==> config.mk <==
export PLATFORM = sky130hd
export DESIGN_NAME = rv_data_memory
export DESIGN_NICKNAME = d
export VERILOG_FILES = /design/src/rtl/rv_pkg.sv /design/src/rtl/dmem_array.sv /design/src/rtl/rv_data_memory.sv
export SDC_FILE = /design/constraint.sdc
export NUM_CORES = 2
export LEC_CHECK = 0
export CAP_MARGIN = 25
export CORE_ASPECT_RATIO = 0.9
export CORE_MARGIN = 2
export CORE_UTILIZATION = 55
export CTS_CLUSTER_SIZE = 10
export DETAILED_ROUTE_END_ITERATION = 10
export PLACE_DENSITY = 0.68
export SETUP_SLACK_MARGIN = 0.02
export SLEW_MARGIN = 20
export SYNTH_ARGS = -nofsm -noshare
export SYNTH_HDL_FRONTEND = slang
export SYNTH_HIERARCHICAL = 1
export SYNTH_SLANG_ARGS = --single-unit
==> constraint.sdc <==
create_clock -name clock_i -period 149.1 [get_ports clock_i]
set_clock_uncertainty 0.15 [all_clocks]
set_input_delay 29.82 -clock clock_i [delete_from_list [all_inputs] [get_ports clock_i]]
set_output_delay 29.82 -clock clock_i [all_outputs]
set_load 0.01 [all_outputs]
==> src/rtl/rv_pkg.sv <==
// rtl/rv_pkg.sv - shared constants and types for the RV core
package rv_pkg;

  localparam int DATA_WIDTH    = 32;
  localparam int BYTE_OFFSET_W = 2;

  typedef logic [DATA_WIDTH-1:0] word_t;

  // Word index for a byte address in a power-of-two word array; upper bits wrap
  function automatic int unsigned word_index(input logic [31:0] addr, input int unsigned depth);
    return (addr >> BYTE_OFFSET_W) & (depth - 1);
  endfunction

endpackage

==> src/rtl/dmem_array.sv <==
// rtl/dmem_array.sv - flop-based word array with async clear, one write port, one async read port
module dmem_array
  import rv_pkg::*;
#(
  parameter int DEPTH_WORDS = 64,
  parameter int IDX_W       = $clog2(DEPTH_WORDS)
) (
  input  logic             clock_i,
  input  logic             reset_i,
  input  logic             wr_enable_i,
  input  logic [IDX_W-1:0] wr_index_i,
  input  word_t            wr_data_i,
  input  logic [IDX_W-1:0] rd_index_i,
  output word_t            rd_word_o
);

  word_t mem [DEPTH_WORDS];

  // Every word must clear on reset, which rules out a plain inferred RAM
  always_ff @(posedge clock_i or posedge reset_i) begin
    if (reset_i) begin
      for (int i = 0; i < DEPTH_WORDS; i++) begin
        mem[i] <= '0;
      end
    end else if (wr_enable_i) begin
      mem[wr_index_i] <= wr_data_i;
    end
  end

  assign rd_word_o = mem[rd_index_i];

endmodule

==> src/rtl/rv_data_memory.sv <==
// rtl/rv_data_memory.sv - word-organised data memory with registered read port
module rv_data_memory
  import rv_pkg::*;
#(
  parameter int DEPTH_WORDS = 64,
  parameter int DATA_WIDTH  = rv_pkg::DATA_WIDTH
) (
  input  logic                  clock_i,
  input  logic                  reset_i,
  input  logic [31:0]           addr_i,
  input  logic [DATA_WIDTH-1:0] wr_data_i,
  input  logic                  wr_enable_i,
  input  logic                  rd_enable_i,
  output logic [DATA_WIDTH-1:0] rd_data_o
);

  localparam int IDX_W = (DEPTH_WORDS > 1) ? $clog2(DEPTH_WORDS) : 1;

  logic [IDX_W-1:0] index;
  word_t            rd_word;
  logic             unused_addr_bits;

  // Byte offset and bits above the array size are dropped: misaligned and out-of-range accesses alias
  assign index            = addr_i[IDX_W+BYTE_OFFSET_W-1:BYTE_OFFSET_W];
  assign unused_addr_bits = ^{addr_i[31:IDX_W+BYTE_OFFSET_W], addr_i[BYTE_OFFSET_W-1:0]};

  dmem_array #(
    .DEPTH_WORDS(DEPTH_WORDS),
    .IDX_W      (IDX_W)
  ) u_array (
    .clock_i    (clock_i),
    .reset_i    (reset_i),
    .wr_enable_i(wr_enable_i),
    .wr_index_i (index),
    .wr_data_i  (wr_data_i),
    .rd_index_i (index),
    .rd_word_o  (rd_word)
  );

  // Sampling the pre-edge array contents gives read-before-write on a same-index collision
  always_ff @(posedge clock_i or posedge reset_i) begin
    if (reset_i) begin
      rd_data_o <= '0;
    end else if (rd_enable_i) begin
      rd_data_o <= rd_word;
    end
  end

endmodule

Word-level counts from Yosys, hierarchy flattened --
Cells that the tools add are included.
Cells by class: order comparisons 2, mux-type cells 6, bitwise operators 1, reduce and logical (&&, ||, !) cells 1
Operators by type and width (number):
- bitwise mux 2048 bit | 1
- binary-select mux 32 bit (select 6 bit) | 1
- demux 32 bit (select 6 bit) | 1
- 2-to-1 mux 32 bit | 3
- greater-or-equal comparator 7 bit, second input constant | 1
- less-than comparator 7 x 1 -> 1 bit, second input constant | 1
- inverter 6 -> 7 bit | 1
- logical AND 1 bit | 1
Word-level totals: register bits after elaboration 2080, input port bits 68

Depth between registers and ports, before layout --
word-level depth 6, depth in mapped cells 11

By module --
The synthesis kept the hierarchy.
Modules (own cells, without submodules):
- dmem_array | instances 1, cells each 5659, area an instance 92703.9 um^2, sequential area each 51249.2 um^2
- rv_data_memory | instances 1, cells each 69, area an instance 1348.8 um^2, sequential area each 800.8 um^2

Worst setup path before layout --
OpenSTA, ideal clock, no wires.
path kind input-to-reg, start point input addr_i[2], end point register rd_data_o[13], library setup time 125 ps, data arrival time 32076 ps, path slack 116749 ps, stages on the path 8, path buffers 3, cell sequence buf_2 > buf_2 > buf_2 > mux4_2 > mux4_2 > a211oi_1 > a21oi_1 > mux2_4
On the way: word-level cells in the longest chain between the ends 4
Ends and longest elaborated chain:
- from (decl) | line rv_data_memory.sv:10 | input logic [31:0] addr_i,
- inverter 6 -> 7 bit (implied by the code) | line dmem_array.sv:30 | assign rd_word_o = mem[rd_index_i];
- binary-select mux 32 bit (select 6 bit) | line dmem_array.sv:30
- 2-to-1 mux 32 bit (implied by the code) (2 in a row) | line dmem_array.sv:30
- via rd_word[13] | line rv_data_memory.sv:20 | word_t rd_word;
- to (signal assigned) | line rv_data_memory.sv:45 | rd_data_o <= rd_word;
- to (decl) | line rv_data_memory.sv:14 | output logic [DATA_WIDTH-1:0] rd_data_o
The timed path passes the listed nets, and every way through them passes these cells. The select of a mux whose other input is x is not followed. A chain may end at the register's enable or synchronous reset.

Worst setup path in the final report --
start point input addr_i[2], end point register rd_data_o[17]
The elaborated chain is that of the path after synthesis.

==> impl_metrics.csv <==
group,metric,value,unit
layout,fillers,12572,
global_routing,grt_max_degree,172,
clocking,ctsResizeCount,0,
layout,layout_common_cells,"2,080 x dfrtp_1, 2,067 x mux2_2, 597 x mux4_2, 233 x clkbuf_16, 119 x buf_4",
sta,tightest_slew,1.034,ns
sta,slew_viol_final,0,
setup_path,crit_type,"in2reg",
placement,place_area,0.09678,mm²
sta,max_freq,0.02888,GHz
synth,syn_avg_cell_area,16.42,µm²
sta,hold_viol,0,
synth,async_flop_share,1.000,
clocking,clk_latency,0.85,ns
clocking,path_clk_slew,0.06,ns
layout,drive_above_1_share,0.5705,
worst_hold_path,hold_depth,1,
worst_hold_path,holdCritStartpoint,"u_array/mem[633]$_DFFE_PP0P_",
worst_hold_path,min_delay_worst_endpoint,"u_array/mem[633]$_DFFE_PP0P_",
floorplanning,io_pins,100,
setup_path,critPathRequiredTime,149.67,ns
clocking,cts_post_setup_buffers_inserted,0,
clocking,cts_tree,"yes",
worst_hold_path,holdCritPathClass,"reg2reg",
setup_path,reg2reg_setup_slack,145.76,ns
placement,dpl.hpwl,128300,µm
synth,synthCells,5728,
pwr,peakVddDrop,0.01069,mV
route,detail-route-antenna-nets,0,
setup_path,r2r_cells,6,
floorplanning,core,0.1693,mm²
sta,finalSetupTns,0,ns
layout,utilization,0.6091,
synth,synth_warnings,6,
sta,period_share,0.2322,
floorplanning,initial_core_util,0.5557,
global_routing,antenna_found_initial,13,
global_routing,grt_pass1_vias,54134,
sta,period_needed,34.62,ns
layout,nets,5665,
pwr,power_density,13.04,mW/mm²
setup_path,worstReg2RegStart,"u_array/mem[1539]$_DFFE_PP0P_",
synth,synth-seq-cells,2080,
setup_path,crit_arrival,35.19,ns
route,wl_per_cell,30.23,µm
route,first_iter_violations,3711,
setup_path,path_max_fanout,50,
route,vias,50840,
layout,layout_commonest_cell,"dfrtp_1",
route,via_per_inst,6.449,
clocking,clock_sinks,2080,
placement,place.port_buffers,73,
synth,synth_edf_count,0,
placement,gp_congestion,0.7376,
synth,synth_flop_cell,"dfrtp_1",
setup_path,cp-start-kind,"primary input",
floorplanning,die_w,439.9,µm
setup_path,r2r-end,"rd_data_o[3]$_DFFE_PP0P_",
floorplanning,die_h,396.3,µm
sta,finalSetupViolCount,0,
clocking,cts-htree-levels,4,
floorplanning,rows,143,
layout,final_cell_area,0.1031,mm²
route,routed_wl,238300,µm
floorplanning,dieArea,0.1743,mm²
route,drc,0,
synth,synth_seq_area_share,0.5534,
synth,synthesis.nets,5796,
status,status,"complete, no violations",
clocking,hold_buffers,0,
layout,syn2layout_area_growth,9.607,%
sta,rsz0062_at_grt,"no",
setup_path,end_kind,"flop",
global_routing,overflow,0,
global_routing,grt_first_pass_wirelength,362000,µm
clocking,numCtsBuffers,227,
clocking,cts.path.max_buffers,3,
pwr,p_leak,47.68,nW
synth,synthDistinctLibCells,38,
route,drtPass1Iterations,5,
sta,relSlewSlack,0.2908,
global_routing,grt_usage,0.2813,
synth,synth_area,0.09405,mm²
run,drv_cap,0,
clocking,clock-root-buffer,"clkbuf_16",
[stage by stage]
step,power (W),hold WS (ns),setup WS [ns],instances
after global placement,0.0008563,0.3313,113.52,7582
after global routing,0.001403,0.3551,114.00,7881
after detailed placement,0.0008674,0.3368,113.41,7604
after floorplan,0.0008230,0.3238,61.28,5728
final,0.001345,0.3466,114.48,7884
after CTS,0.001356,0.3494,114.29,7863
[kinds of logic (layout without fill, tap and decap cells)]
| family | after synthesis | in the layout | synth area share |
|---|---|---|---|
| buffers and inverters | 593 | 492 | 0.02674 |
| AND/OR/NAND/NOR | 173 | 173 | 0.008568 |
| multiplexers | 2768 | 2768 | 0.4031 |
| flip-flops | 2080 | 2080 | 0.5534 |
| AO/OA/AOI/OAI | 114 | 114 | 0.008182 |
| other | 0 | 10 | 0 |
[layout make-up]
type	count	area [µm²]	share of cell area
clock buffer	250	5924	0.05747
timing repair buffer	231	2288	0.02220
antenna	10	25.02	0.0002427
inverter	2	15.01	0.0001456
multi-input combinational	3055	39850	0.3866
tap	2247	2811	0.02727
sequential	2080	52050	0.5049
clock inverter	9	122.6	0.001189
[synth_stat cells, types with 19 or more instances]
master | n | share of area
a21oi_1 | 38 | 0.0020
dfrtp_1 | 2080 | 0.55
mux2_2 | 2067 | 0.25
mux4_2 | 597 | 0.14
mux2_4 | 30 | 0.0048
a211oi_1 | 19 | 0.0015
buf_2 | 81 | 0.0043
buf_4 | 23 | 0.0018
nor2b_1 | 23 | 0.0015
mux2i_1 | 74 | 0.0079
nor2_1 | 39 | 0.0016
clkbuf_1 | 303 | 0.012
nand2_1 | 69 | 0.0028
buf_1 | 174 | 0.0069
[metal layers]
| layer | share of wire | track usage | up-vias | wire, µm |
|---|---|---|---|---|
| met4 | 0.023 | 0.07369 | 0 | 5596 |
| li1 | - | - | 21000 | - |
| met5 | 0 | 0 | - | 0 |
| met2 | 0.47 | 0.4360 | 1208 | 112000 |
| met3 | 0.055 | 0.05041 | 319 | 13190 |
| met1 | 0.45 | 0.4149 | 28313 | 107500 |
[worst max-delay path, stage by stage]
cell and delay [ns]:
buf_8 0.42, buf_4 0.73, buf_4 0.64, buf_4 0.73, mux4_2 0.60, mux4_2 0.51, mux2i_1 0.83, a22oi_1 0.43
mux2_4 0.36
[registers in the layout (all words and copies together), names as in the netlist]
register / count
u_array/mem: 2048
rd_data_o: 32
[how the worst max path moves through the flow]
stage,start,end,depth (start not counted)
final,addr_i[2],rd_data_o[17]$_DFFE_PP0P_,9
after global routing,reset_i,u_array/mem[897]$_DFFE_PP0P_,7
after CTS,reset_i,u_array/mem[897]$_DFFE_PP0P_,7
after detailed placement,reset_i,u_array/mem[897]$_DFFE_PP0P_,7
after global placement,reset_i,u_array/mem[897]$_DFFE_PP0P_,7
after floorplan,reset_i,u_array/mem[0]$_DFFE_PP0P_,1
[power breakdown]
group	switching, W	internal [W]	leakage (nW)
clock	0.000212	0.000275	2.96
sequential	0.0000352	0.000640	27.6
combinational	0.0000747	0.000108	17.1
total	0.000322	0.00102	47.7
Power figures use the tool's default switching activity.
==> patch (config.mk and constraints unchanged) <==
Register the inputs `addr_i`, `wr_data_i`, `wr_enable_i` and `rd_enable_i` before use, without a reset. The logic sees them one clock later.
--- a/src/rtl/rv_data_memory.sv
+++ b/src/rtl/rv_data_memory.sv
@@ -16,13 +16,25 @@
 
   localparam int IDX_W = (DEPTH_WORDS > 1) ? $clog2(DEPTH_WORDS) : 1;
 
+  logic [31:0] addr_q;
+  logic [DATA_WIDTH-1:0] wr_data_q;
+  logic wr_enable_q;
+  logic rd_enable_q;
+
+  always_ff @(posedge clock_i) begin
+    addr_q      <= addr_i;
+    wr_data_q   <= wr_data_i;
+    wr_enable_q <= wr_enable_i;
+    rd_enable_q <= rd_enable_i;
+  end
+
   logic [IDX_W-1:0] index;
   word_t            rd_word;
   logic             unused_addr_bits;
 
   // Byte offset and bits above the array size are dropped: misaligned and out-of-range accesses alias
-  assign index            = addr_i[IDX_W+BYTE_OFFSET_W-1:BYTE_OFFSET_W];
-  assign unused_addr_bits = ^{addr_i[31:IDX_W+BYTE_OFFSET_W], addr_i[BYTE_OFFSET_W-1:0]};
+  assign index            = addr_q[IDX_W+BYTE_OFFSET_W-1:BYTE_OFFSET_W];
+  assign unused_addr_bits = ^{addr_q[31:IDX_W+BYTE_OFFSET_W], addr_q[BYTE_OFFSET_W-1:0]};
 
   dmem_array #(
     .DEPTH_WORDS(DEPTH_WORDS),
@@ -30,9 +42,9 @@
   ) u_array (
     .clock_i    (clock_i),
     .reset_i    (reset_i),
-    .wr_enable_i(wr_enable_i),
+    .wr_enable_i(wr_enable_q),
     .wr_index_i (index),
-    .wr_data_i  (wr_data_i),
+    .wr_data_i  (wr_data_q),
     .rd_index_i (index),
     .rd_word_o  (rd_word)
   );
@@ -41,7 +53,7 @@
   always_ff @(posedge clock_i or posedge reset_i) begin
     if (reset_i) begin
       rd_data_o <= '0;
-    end else if (rd_enable_i) begin
+    end else if (rd_enable_q) begin
       rd_data_o <= rd_word;
     end
   end
Check against the original RTL: not settled (the Yosys comparison gave no result); the edit may change what the design does.
==> patch against the unedited design <==
Total power up 1.8%; largest power group unchanged; cell area up 1.1%; cell count up 1.4%; routed wire length up 0.53%; non-clock buffer count down 5; count of clock-buffer cells in the layout up 72; sequential cell count up 40; worst hold slack worse by 0.00054 ns; synthesized area up 0.85%; critical path depth down 1; worst setup slack worse by 0.91 ns.
==> patch: results (changes against the unedited design) <==
Worst Max-Slew Pin Slew 1.21 ns (+0.172 ns); # port buffers 73 (unchanged); initial detailed-routing violation count 4,313 (+16%); Hold Path End u_array/mem[1722]; Post-Place Setup Slack 112.58 ns (-0.829 ns); synth top area cells dfrtp_1 55%, mux2_2 25%, mux4_2 14%; M1 GR Usage 0.408 (-0.00641); CP max FO 177 (+250%); Hold Path Stages 1 (unchanged); antenna violations before repair 10 (-3); gpl congestion 0.756 (+2.5%); dpl cells 7,659 (+0.72%); min-delay src u_array/mem[1722]; Warnings, synthesis 6 (unchanged); dpl hpwl 130 mm (+1.0%); register area share after synthesis 0.557 (+0.00377); Leak 48.1 nW (+0.78%); Sw Share 0.239 (-0.000381); routed vias/inst 6.40 (-0.81%); first-pass GRT wire length 363 mm (+0.18%); top flop regs u_array/mem: 2048 flops, rd_data_o: 32 flops, wr_data_q: 32 flops; Synth cell types 39 (+2.6%); Cells after Synth 5,768 (+0.70%); crit path DAT 36.16 ns (+0.97 ns); Async S/R FF share, synth 0.981 (-0.0189); CTS buffer count 231 (+1.8%); GRT Total Usage 0.278 (-0.00280); number of global-route vias before repair 54,700 (+0.96%); met2 Use GR 0.436 (about the same); status finished, final reports clean; clk buf depth 3 (unchanged); largest net degree at the start of global routing 183 (+6.4%); r2r startpoint addr_q[2]; RR Endpoint rd_data_o[17]; maximum VDD drop 9.54 uV (-11%); FF-to-FF path depth 8 (+2); final-stage net count 5,704 (+0.69%); layout cell share with drive strength beyond 1 0.560 (-0.0107); worst reg-to-reg setup slack 143.59 ns (-2.17 ns)
[patch: cell types whose count changed in the layout (fill, tap and decap cells not counted), moves of 3 or more]
cell,before,now
buf_12,30,15
buf_2,31,2
buf_4,119,126
buf_8,4,1
clkbuf_1,14,82
clkbuf_16,233,236
clkdlybuf4s50_1,34,73
dfxtp_2,0,29
dfxtp_4,0,10
diode_2,10,2
[patch: worst max-delay path by stage]
stage                     cells after the start                 to     from  slack, ns
after global routing                          8  u_array/mem[1832]  reset_i     112.73
after detailed placement                      8  u_array/mem[1825]  reset_i     112.58
final                                         8  u_array/mem[1449]  reset_i     113.57
after global placement                        8  u_array/mem[1809]  reset_i     112.68
after CTS                                     8  u_array/mem[1859]  reset_i     113.48
after floorplan                               1     u_array/mem[0]  reset_i      61.28
[patch: logic make-up (layout without fill, tap and decap cells)]
family          Yosys count  after routing  share of synthesized area
buf+inv                 593            558                     0.0265
other cells               0              2                          0
compound gates          114            114                    0.00811
mux                    2768           2768                      0.400
simple gates            173            173                    0.00850
flops                  2120           2120                      0.557
[patch: final cells by class]
cell class              count  area (sq um)
fillers                 12700         67000
flip-flops and latches   2120         52900
multi-input cells        3055         39800
clock buffers             322          6270
well taps                2263          2830
repair buffers            226          2220
clock inverters             8           100
inverters                   2          15.0
diodes                      2          5.00
[patch: through the flow]
stage | hold slack, ns | area (sq um)
after floorplan | 0.324 | 94900
after detailed placement | 0.337 | 97700
final | 0.346 | 104000
after global placement | 0.332 | 97500
after global routing | 0.351 | 104000
after CTS | 0.350 | 104000
[patch: routing by layer]
metal	up-vias	share of wire
li1	21200	-
met1	28500	0.45
met2	1158	0.47
met3	360	0.051
met4	0	0.029
met5	-	0
[patch: critical path: stages]
cell and delay [ns]:
clkdlybuf4s50_1 0.52, inv_8 0.66, buf_4 0.81, buf_4 0.80, buf_4 0.80, buf_4 0.76, buf_4 0.82, buf_12 0.61
[patch: power by group through the flow]
stage	clock network [mW]	registers, mW	logic [mW]
detailed placement	0	0.698	0.179
finish	0.504	0.688	0.178
global placement	0	0.694	0.172
CTS	0.515	0.688	0.179
global route	0.540	0.697	0.191
floorplan	0	0.690	0.142
